[config.mk]
export PLATFORM = sky130hd
export DESIGN_NAME = rvx10_store_monitor
export DESIGN_NICKNAME = d
export VERILOG_FILES = /design/src/rtl/rvx10_store_monitor.sv
export SDC_FILE = /design/constraint.sdc
export NUM_CORES = 1
export LEC_CHECK = 0
export ABC_AREA = 1
export CAP_MARGIN = 20
export CORE_AREA = 4 4 220 222
export CTS_BUF_LIST = sky130_fd_sc_hd__clkbuf_16
export DETAILED_ROUTE_END_ITERATION = 8
export DIE_AREA = 0 0 224 226
export GPL_TIMING_DRIVEN = 1
export PLACE_DENSITY = 0.8
export SETUP_SLACK_MARGIN = 0.2
export SLEW_MARGIN = 20
export SYNTH_ARGS = -nofsm -noshare
export SYNTH_HDL_FRONTEND = slang
export SYNTH_SLANG_ARGS = --single-unit
export TNS_END_PERCENT = 30
[constraint.sdc]
create_clock -name clk -period 9.1 [get_ports clk]
set_input_delay 2.73 -clock clk [delete_from_list [all_inputs] [get_ports clk]]
set_output_delay 2.73 -clock clk [all_outputs]
set_load 0.1 [all_outputs]
[src/rtl/rvx10_store_monitor.sv]
// rvx10_store_monitor: logs core stores into a FIFO and judges test completion from a tohost write.
// Define RVX10_STORE_MON_WATCHDOG_EN to add a hang watchdog that times out after TIMEOUT store-free cycles.
module rvx10_store_monitor #(
  parameter int          DEPTH       = 8,
  parameter logic [31:0] TOHOST_ADDR = 32'h0000_0064,
  parameter logic [31:0] PASS_VALUE  = 32'd25,
  parameter int          TIMEOUT     = 4096
) (
  input  logic        clk,
  input  logic        reset,
  input  logic        mem_we,
  input  logic [31:0] addr,
  input  logic [31:0] result,
  output logic        log_valid,
  input  logic        log_ready,
  output logic [31:0] log_addr,
  output logic [31:0] log_data,
  output logic        overflow,
  output logic [15:0] store_count,
  output logic        done,
  output logic        pass,
  output logic [31:0] fail_code
);
  localparam int AW = $clog2(DEPTH);
  typedef enum logic [1:0] {RUN, PASS, FAIL, HANG} state_t;
  state_t state, state_n;
  logic [31:0] mem_a [DEPTH];
  logic [31:0] mem_d [DEPTH];
  logic [AW-1:0] rd_ptr, wr_ptr, rd_next;
  logic [AW:0] cnt, cnt_n, rest;
  logic store, full, pop, push, wd_hit;
  assign store   = state == RUN && mem_we;
  assign full    = cnt == (AW+1)'(DEPTH);
  assign pop     = log_valid && log_ready;
  assign push    = store && (!full || pop);
  assign rd_next = rd_ptr + AW'(pop);
  assign rest    = cnt - (AW+1)'(pop);
  assign cnt_n   = rest + (AW+1)'(push);
  assign log_valid = cnt != '0;
`ifdef RVX10_STORE_MON_WATCHDOG_EN
  logic [31:0] wd;
  always_ff @(posedge clk)
    if (!reset) wd <= '0;
    else if (store) wd <= '0;
    else if (state == RUN) wd <= wd + 32'd1;
  assign wd_hit = state == RUN && wd == 32'(TIMEOUT);
`else
  localparam int unused_timeout = TIMEOUT;
  assign wd_hit = 1'b0;
`endif
  always_ff @(posedge clk)
    if (!reset) state <= RUN;
    else state <= state_n;
  always_comb begin
    state_n = state;
    if (state == RUN)
      state_n = (store && addr == TOHOST_ADDR) ? (result == PASS_VALUE ? PASS : FAIL)
              : wd_hit ? HANG : RUN;
  end
  always_comb begin
    done = state != RUN;
    pass = state == PASS;
  end
  always_ff @(posedge clk)
    if (!reset) fail_code <= '0;
    else if (state == RUN && state_n == FAIL) fail_code <= result;
    else if (state == RUN && state_n == HANG) fail_code <= 32'hDEAD_0001;
  always_ff @(posedge clk)
    if (push) begin
      mem_a[wr_ptr] <= addr;
      mem_d[wr_ptr] <= result;
    end
  // Head is registered: an entry pushed into an otherwise-empty FIFO bypasses the array.
  always_ff @(posedge clk)
    if (!reset) begin
      rd_ptr      <= '0;
      wr_ptr      <= '0;
      cnt         <= '0;
      log_addr    <= '0;
      log_data    <= '0;
      overflow    <= 1'b0;
      store_count <= '0;
    end else begin
      rd_ptr <= rd_next;
      wr_ptr <= wr_ptr + AW'(push);
      cnt    <= cnt_n;
      if ((push || pop) && cnt_n != '0) begin
        log_addr <= rest == '0 ? addr : mem_a[rd_next];
        log_data <= rest == '0 ? result : mem_d[rd_next];
      end
      if (store && !push) overflow <= 1'b1;
      if (store && store_count != 16'hFFFF) store_count <= store_count + 16'd1;
    end
endmodule
# Word level (Yosys, flattened, before mapping)
# Memories as Yosys holds them, arrays and structs flattened.
# Index checks and enable logic that the tools add are counted.
dict set report totals {
  regBits 125
  latchBits 0
  ram_bits 512
  romBits 0
  memories 2
}
dict set report op_classes {
  add_sub_neg 5
  mul 0
  div_mod_pow 0
  order_cmp 0
  eq_ne 7
  shifts 0
  mux 9
  bitwise_logic 0
  reduce_logical 19
}
# memory depth width rd rd_ports_with_merged_regs wr line_no
set memory_table {}
lappend memory_table {mem_a 8 32 1 0 1 27} ;# logic [31:0] mem_a [DEPTH];
lappend memory_table {mem_d 8 32 1 0 1 28} ;# logic [31:0] mem_d [DEPTH];
# op count
set op_table {}
lappend op_table {{32-bit 2-to-1 mux} 4}
lappend op_table {{32-bit by 5-bit equality test with 1-bit output (second input constant)} 1}
lappend op_table {{32-bit by 7-bit equality test with 1-bit output (second input constant)} 1}
lappend op_table {{16-bit by 1-bit adder with 16-bit output (second input constant)} 1}
lappend op_table {{16-bit inequality test (second input constant)} 1}
lappend op_table {{1-bit logical AND} 9}
lappend op_table {{4-bit nonzero test} 2}
lappend op_table {{3-bit by 1-bit adder with 3-bit output} 2}
lappend op_table {{2-bit 2-to-1 mux} 3}
lappend op_table {{4-bit by 1-bit adder with 4-bit output} 1}
lappend op_table {{2-bit equality test (second input constant)} 2}
lappend op_table {{4-bit equality test (second input constant)} 1}
lappend op_table {{4-bit zero test} 1}
lappend op_table {{2-bit nonzero test} 2}
lappend op_table {{4-bit by 1-bit subtractor with 4-bit output} 1}
lappend op_table {{2-bit by 1-bit equality test with 1-bit output (second input constant)} 1}
lappend op_table {{1-bit zero test} 2}
lappend op_table {{2-bit zero test} 1}
lappend op_table {{1-bit logical OR} 2}
lappend op_table {{1-bit 2-to-1 mux} 2}

# Logic depth before layout (Yosys ltp)
dict set report depth {
  depth_word 9
  mapped_depth 20
  depth_no_buf 18
}

# Least setup slack after synthesis
# OpenSTA, ideal clock, no wires.
dict set report synth_path {
  path_kind {in2reg}
  from {input port mem_we}
  to {memory mem_a[0][0] (enable)}
  arrival_ns 6.019
  t_required_ns 8.614
  slack_ns 2.595
  cell_stages 5
  path_buffers 0
  cell_sequence {inv_1 nor2_2 nand2_1 or2_2 nor2_1}
}
dict set report synth_between {
  elab_chain_len 4
}
# item line_no
set synth_rtl {}
lappend synth_rtl {{from (decl)} 11} ;# input logic mem_we,
lappend synth_rtl {{1-bit logical AND} 32} ;# assign store = state == RUN && mem_we;
lappend synth_rtl {{1-bit logical AND} 35} ;# assign push = store && (!full || pop);
lappend synth_rtl {{1-bit 2-to-1 mux} 69} ;# if (push) begin
lappend synth_rtl {{1-bit 2-to-1 mux (implied by the code)} 70} ;# mem_a[wr_ptr] <= addr;
lappend synth_rtl {{to (decl)} 27}
# No other way between the ends.

# Worst setup path after layout
dict set report layout_path {
  from {input port log_ready}
  to {register log_data[30]}
}
dict set report layout_between {
  elab_chain_len 6
  word_cells_on_any_way 12
}
# item line_no
set layout_rtl {}
lappend layout_rtl {{from (decl)} 15} ;# input logic log_ready,
lappend layout_rtl {{1-bit logical AND (*)} 34} ;# assign pop = log_valid && log_ready;
lappend layout_rtl {{parallel branches: the longest is 5 deep, another holds 4-bit by 1-bit subtractor with 4-bit output} --}
lappend layout_rtl {{to (signal assigned)} 89} ;# log_data <= rest == '0 ? result : mem_d[rd_next];
lappend layout_rtl {{to (decl)} 17} ;# output logic [31:0] log_data,
# Every way passes the cells marked *.
# A chain may end at the register's enable or synchronous reset.

==> key figures <==
Worst setup path
  • Critical path type: input pin to flip-flop
  • Count of buffer and inverter cells on the critical path: 5
  • Critical Path Slowest Stage Cell: sky130_fd_sc_hd__buf_4
  • Critical Path End: log_data[30]
  • Worst reg2reg path startpoint: cnt[2]
  • Cell depth of the worst setup path: 15
  • Top Family by Delay on Critical Path: buffers and inverters
  • Delay contributed by the slowest stage of the critical path: 0.80 ns
  • FF-to-FF path depth: 14
  • Category of the worst setup path capture point: flip-flop
  • Beginning of the critical path: log_ready
  • Crit-path most repeated cell: sky130_fd_sc_hd__nand2_1
  • Endpoint of the most critical register-to-register path: log_data[30]
  • CP max FO: 65
  • Crit path required time: 9.57 ns
  • Arrival time worst endpoint: 6.52 ns
  • CP Cell Sequence: clkdlybuf4s50_1, nand2_1, inv_1, ha_1, nand2_1, nand2_1, nand2_2, inv_2, buf_4, nand2_2, buf_4, nand3_1, nand2_1, nor2_1, nor2_1
  • Nature of the critical path startpoint: input pin
  • Register-to-register setup slack: 4.94 ns

Power and ir drop
  • Switching Fraction: 0.435
  • Leakage dissipation: 12.1 nW
  • Part of the total power dissipated in sequential elements: 0.311
  • P per Cell Area: 356 mW/mm²
  • Clock network fraction of total power: 0.232
  • Internal: 6.37 mW
  • Fraction of power consumed by combinational cells: 0.457
  • Peak VDD IR: 0.489 mV
  • Net switching power of the design: 4.89 mW

Routing
  • Total number of vias: 19,600
  • DRC viols: 0
  • Detailed Routing Iterations Pass 1: 6
  • Final ANT Viol Nets: 0
  • Detailed-route wire length per cell: 18.7 µm
  • Total length of routed wires: 66.3 mm
  • Vias/cell: 5.53
  • Detailed Route Iter0 Violations: 2,258

Die
  • Width of the chip: 224 µm
  • Initial core utilization: 0.593
  • Total I/O pin count: 184
  • Row count: 79
  • Area of the die: 0.0506 mm²
  • Height of the die: 226 µm
  • Total core area: 0.0464 mm²

STA
  • Headroom to the max-slew limit: 0.223
  • Final hold violation count: 0
  • Max-slew violation count: 0
  • Upper clock frequency limit: 165 MHz
  • Skew final: 0.0239 ns
  • Setup repair after global routing missed its margin: no
  • Count of endpoints failing setup in the final report: 0
  • Min Tclk post-route: 6.06 ns
  • Period Utilization, post-route: 0.665
  • Summed negative setup slack over all endpoints: 0 ns
  • Measured slew at the worst slew-check pin: 1.17 ns
  • Worst hold slack: 0.461 ns

Synth
  • Number of standard cells after synthesis: 2,763
  • Fraction of synthesis flops using an asynchronous set or reset pin: 0
  • Post-Synthesis Net Count: 2,840
  • Post-synth EDFFs: 512
  • Count of synthesis-stage warnings from yosys: 0
  • Synth unique cells: 31
  • Combined area of all synthesized cells: 0.0275 mm²
  • Sequential element share of the synthesized area: 0.651
  • Average footprint of a synthesized cell: 9.94 µm²
  • Synth Register Bits: 637
  • Most used flip-flop cell after synthesis: sky130_fd_sc_hd__edfxtp_1

Hold path
  • Hold Path Class: flip-flop to flip-flop

Layout
  • Nets: 2,958
  • Share of cells above drive strength 1: 0.0661
  • Multi-input combinational cell area: 0.00792 mm²
  • Storage cell area: 0.0179 mm²
  • Number of filler instances in the final layout: 3,319
  • Area growth, synth to finish: 15.2%
  • # diodes: 0

Clock network
  • Number of hold buffers added after cts: 0
  • Clk Tree Root Cell: sky130_fd_sc_hd__clkbuf_16
  • Clock-pin transition on the worst setup and hold timing paths: 0.06 ns
  • TritonCTS buffer count: 67
  • Clk sinks: 637
  • Buffer levels on the longest clock path: 3
  • Postcts setup bufs: 0
  • CTS-repair resized insts: 0
  • H-tree levels: 3
  • Clock tree from TritonCTS: yes
  • Clock latency at the later pin of the worst-skew pair: 0.59 ns

Job
  • Max_cap viols: 0

GRT
  • Global-route usage over all layers: 0.259
  • First-pass GRT wire length: 103 mm
  • Total gr overflow: 0
  • Vias in the first global route: 19,300
  • Antenna violations before repair: 3
  • Maximum number of pins on one net before global-route repair: 207

Placement
  • Count of input and output buffers: 183
  • Routability congestion estimate from global placement: 0.834
  • Half-perimeter wire length of the detailed placement result: 34.6 mm

Status
  • Status: finished clean
worst min-delay path, stage by stage (launching register included):
cell	delay [ns]
sky130_fd_sc_hd__dfxtp_1	0.31
sky130_fd_sc_hd__inv_2	0.05
sky130_fd_sc_hd__a21oi_1	0.05
cells in the final DEF, fill, tap and decap left out, types with 10 or more instances in the layout:
cell type / count
sky130_fd_sc_hd__nand2_1: 597
sky130_fd_sc_hd__edfxtp_1: 512
sky130_fd_sc_hd__nor2_1: 503
sky130_fd_sc_hd__inv_1: 272
sky130_fd_sc_hd__nand3_1: 267
sky130_fd_sc_hd__clkdlybuf4s50_1: 182
sky130_fd_sc_hd__o211ai_1: 126
sky130_fd_sc_hd__dfxtp_1: 125
sky130_fd_sc_hd__or2_0: 80
sky130_fd_sc_hd__clkbuf_16: 68
sky130_fd_sc_hd__or2_2: 33
sky130_fd_sc_hd__buf_4: 19
sky130_fd_sc_hd__or2_1: 15
sky130_fd_sc_hd__a21oi_1: 14
sky130_fd_sc_hd__clkinv_1: 14
sky130_fd_sc_hd__nor2_2: 13
sky130_fd_sc_hd__clkinv_2: 13
sky130_fd_sc_hd__nand2_2: 10
how the worst min path moves through the flow:
stage | depth (start not counted) | end | slack (ns) | from
2_1_floorplan | 2 | state[0] | 0.44 | state[0]
3_3_place_gp | 2 | state[0] | 0.45 | state[0]
3_5_place_dp | 2 | state[0] | 0.45 | state[0]
4_1_cts | 2 | state[0] | 0.46 | state[0]
5_1_grt | 2 | state[0] | 0.50 | state[0]
6_report | 2 | state[0] | 0.46 | state[0]
synthesized netlist by cell type (all sizes together), types with 6 or more instances:
master    n  area (µm²)
edfxtp  512       15400
clkbuf   53         199
nand4     6        37.5
dfxtp   125        2500
nand2   611        2350
nor2    524        2000
inv     262         983
or2     128         801
a21oi    14        70.1
nand3   268        1350
xnor2     7        61.3
o211ai  126         946
ha        9         113
buf     102         582
through the flow:
stage	cell area (µm²)	total power, mW	instances	setup WS (ns)	utilization
2_1_floorplan	27500	7.60	2763	2.59	-
3_3_place_gp	29500	8.51	3418	2.58	0.637
3_5_place_dp	29600	8.64	3419	2.51	0.638
4_1_cts	31700	11.3	3542	3.12	0.683
5_1_grt	31700	11.9	3542	2.78	0.683
6_report	31700	11.3	3542	3.04	0.683
cell families (layout without fill, tap and decap cells):
group           after synthesis  count (layout)  share of synthesized area
simple gates               1543            1543                      0.239
flops                       637             637                      0.651
buf+inv                     417             589                     0.0642
compound gates              145             145                     0.0379
xor+xnor                     12              12                    0.00382
fa+ha+maj                     9               9                    0.00410
layout make-up:
cell class,count,share of cell area
clock buffers,68,0.0537
clock inverters,55,0.0125
inverters,262,0.0313
multi-input cells,1709,0.250
flip-flops and latches,637,0.565
well taps,607,0.0240
repair buffers,204,0.0639
per-layer routing:
| layer | up-vias | global-route usage | wire, µm |
|---|---|---|---|
| li1 | 9283 | - | - |
| met1 | 9216 | 0.343 | 26100 |
| met2 | 907 | 0.429 | 32100 |
| met3 | 158 | 0.0458 | 5960 |
| met4 | 6 | 0.103 | 2040 |
| met5 | - | 0 | 42 |
power by group through the flow:
| stage | Clock (mW) | Sequential (mW) | Combinational, mW |
|---|---|---|---|
| after floorplan | 0 | 4.31 | 3.29 |
| after global placement | 0 | 3.55 | 4.95 |
| after detailed placement | 0 | 3.56 | 5.08 |
| after CTS | 2.64 | 3.50 | 5.13 |
| after global routing | 2.77 | 3.52 | 5.65 |
| final | 2.61 | 3.50 | 5.15 |
sequential cells by signal, indices dropped and copies added (netlist names):
register / cells
log_data: 32
overflow: 1
wr_ptr: 3
mem_a: 256
fail_code: 32
rd_ptr: 3
state: 2
cnt: 4
store_count: 16
mem_d: 256
log_addr: 32
Note: power is estimated with default switching activity, not from simulation.
==> RTL change, RTL diff (same settings) <==
`DEPTH`: 8 -> 4.
--- a/src/rtl/rvx10_store_monitor.sv
+++ b/src/rtl/rvx10_store_monitor.sv
@@ -3,3 +3,3 @@
 module rvx10_store_monitor #(
-  parameter int          DEPTH       = 8,
+  parameter int          DEPTH       = 4,
   parameter logic [31:0] TOHOST_ADDR = 32'h0000_0064,
Check against the original RTL: same outputs for any inputs over 4 cycles, from zero or initial values and one cycle with reset low; that may be too few to reach the edited logic, so the function may still have changed.
==> RTL change against the original RTL <==
  * Area after synthesis fell by 42%
  * Setup slack improved by 0.16 ns
  * Non-clock buffer count fell by 7
  * Sequential cell count fell by 259
  * Power fell by 38%
  * Cell area fell by 38%
  * Routed wire length fell by 38%
  * Critical path type unchanged
  * Highest routed layer is now met4
==> RTL change: results (changes against the original RTL) <==
- Outcome: finished clean (unchanged)
- Buffer levels on the longest clock path: 3 (unchanged)
- Worst skew pair latency: 0.55 ns (was 0.59 ns)
- Slew HR: 27.7% (was 22.3%)
- Wire per inst: 16.1 µm (was 18.7 µm)
- DR top layer: met4 (was met5)
- Met2 Usage GRT: 26.8% (was 42.9%)
- GR Util met3: 3.64% (was 4.58%)
- Pin count of the biggest net entering global routing: 91 (was 207)
- Skew final: 0.0124 ns (was 0.0239 ns)
- Synth area leaders: edfxtp_1 (48%), dfxtp_1 (15%), nand2_1 (15%) (was edfxtp_1 (56%), dfxtp_1 (9.1%), nand2_1 (8.2%))
- Syn. warnings: 0 (unchanged)
- Post-Synthesis Cells: 1758 (was 2763)
- Met1 wire length: 17.6 mm (was 26.1 mm)
- Syn_nets: 1833 (was 2840)
- Post-CTS Setup Bufs: 0 (unchanged)
- Register area share after synthesis: 63.6% (was 65.1%)
- # setup viols final: 0 (unchanged)
- Gr usage total: 15.8% (was 25.9%)
- Metal3 WL: 2.86 mm (was 5.96 mm)
- VDD IR max: 231 µV (was 489 µV)
- Post-synth cell types: 30 (was 31)
- Placed Cells: 2470 (was 3419)
- CTS clock-pin slew for the worst setup and hold paths: 0.06 ns (about the same)
- Resized Gates After CTS: 0 (unchanged)
- Antenna cells: 0 (unchanged)
- Drt first pass iters: 5 (was 6)
- Largest registers: mem_a x128, mem_d x128 (was mem_a x256, mem_d x256)
- Pleak: 0.00801 µW (was 0.0121 µW)
- Crit path arrival time: 6.33 ns (was 6.52 ns)
- DP Worst Slack: 2.67 ns (was 2.51 ns)
- TritonCTS Buffers: 42 (was 67)
- # fillers: 4268 (was 3319)
- Routed wl met2: 19.5 mm (was 32.1 mm)
- Routability cong.: 0.777 (was 0.834)
- Via count: 12100 (was 19600)
- Share of cells above drive strength 1: 5.04% (was 6.61%)
- First-pass GRT wire length: 63.8 mm (was 103 mm)
- Worst min path class: flip-flop to flip-flop (unchanged)
- HPWL after DPL: 23.9 mm (was 34.6 mm)
- Iter 0 DRT Violations: 716 (was 2258)
- Count of buffers from port buffering: 183 (unchanged)
- CTS Root Cell: clkbuf_16 (unchanged)
- Post-synth top cells: nand2_1 (639), edfxtp_1 (256), nor2_1 (249), nand3_1 (200), inv_1 (128) (was nand2_1 (598), edfxtp_1 (512), nor2_1 (511), nand3_1 (267), inv_1 (256))
- Met1 Track Usage GR: 20.0% (was 34.3%)
- Initial antenna violation count: 0 (was 3)
- Number of flops mapped to enable cells by yosys: 256 (was 512)
- Final nets: 1984 (was 2958)
- Worst-path fanout max: 52 (was 65)
- Post-DP Area: 18200 µm² (was 29600 µm²)
- Ys async rst share: 0% (unchanged)
- H-tree Lvls: 2 (was 3)
- Vias per Instance: 4.74 (was 5.53)
[RTL change: cell families (layout without fill, tap and decap cells)]
| group | after synthesis | after routing | synth area share, % |
|---|---|---|---|
| AO/OA/AOI/OAI | 28 | 28 | 0.989 |
| XOR/XNOR | 15 | 15 | 0.871 |
| adder cells (fa/ha/maj) | 7 | 7 | 0.549 |
| buffers and inverters | 221 | 406 | 5.93 |
| flip-flops | 378 | 378 | 63.6 |
| AND/OR/NAND/NOR | 1109 | 1109 | 28.1 |
[RTL change: final cells by class]
| class | count | area, µm² | area share, % |
|---|---|---|---|
| repair buffers | 197 | 1970 | 10.0 |
| clock inverters | 29 | 153 | 0.776 |
| inverters | 131 | 494 | 2.51 |
| well taps | 607 | 759 | 3.86 |
| multi-input cells | 1159 | 4940 | 25.1 |
| flip-flops and latches | 378 | 10100 | 51.5 |
| clock buffers | 49 | 1230 | 6.23 |
[RTL change: path summary, 6_finish.rpt]
kind | startpoint | endpoint | slack (ns) | cells after the start
max reg2reg | cnt[0]$_SDFF_PN0_ | log_data[30]$_SDFFE_PN0P_ | 5.22 | 14
min | state[0]$_SDFF_PN0_ | state[0]$_SDFF_PN0_ | 0.48 | 2
max | log_ready | log_data[30]$_SDFFE_PN0P_ | 3.21 | 13
min reg2reg | state[0]$_SDFF_PN0_ | state[0]$_SDFF_PN0_ | 0.48 | 2
[RTL change: power breakdown]
part | total [µW] | switching (µW) | internal (µW)
logic | 3160 | 2330 | 832
clock network | 1660 | 669 | 987
registers | 2150 | 90.1 | 2060
[RTL change: critical path, stage by stage]
cell,delay (ns)
clkdlybuf4s50_1,0.43
nand2_1,0.10
inv_1,0.09
ha_1,0.19
ha_1,0.35
inv_1,0.08
ha_1,0.31
or2_2,0.33
o21ai_4,0.82
buf_4,0.60
nand2_1,0.13
nand2_1,0.09
nor2_1,0.05
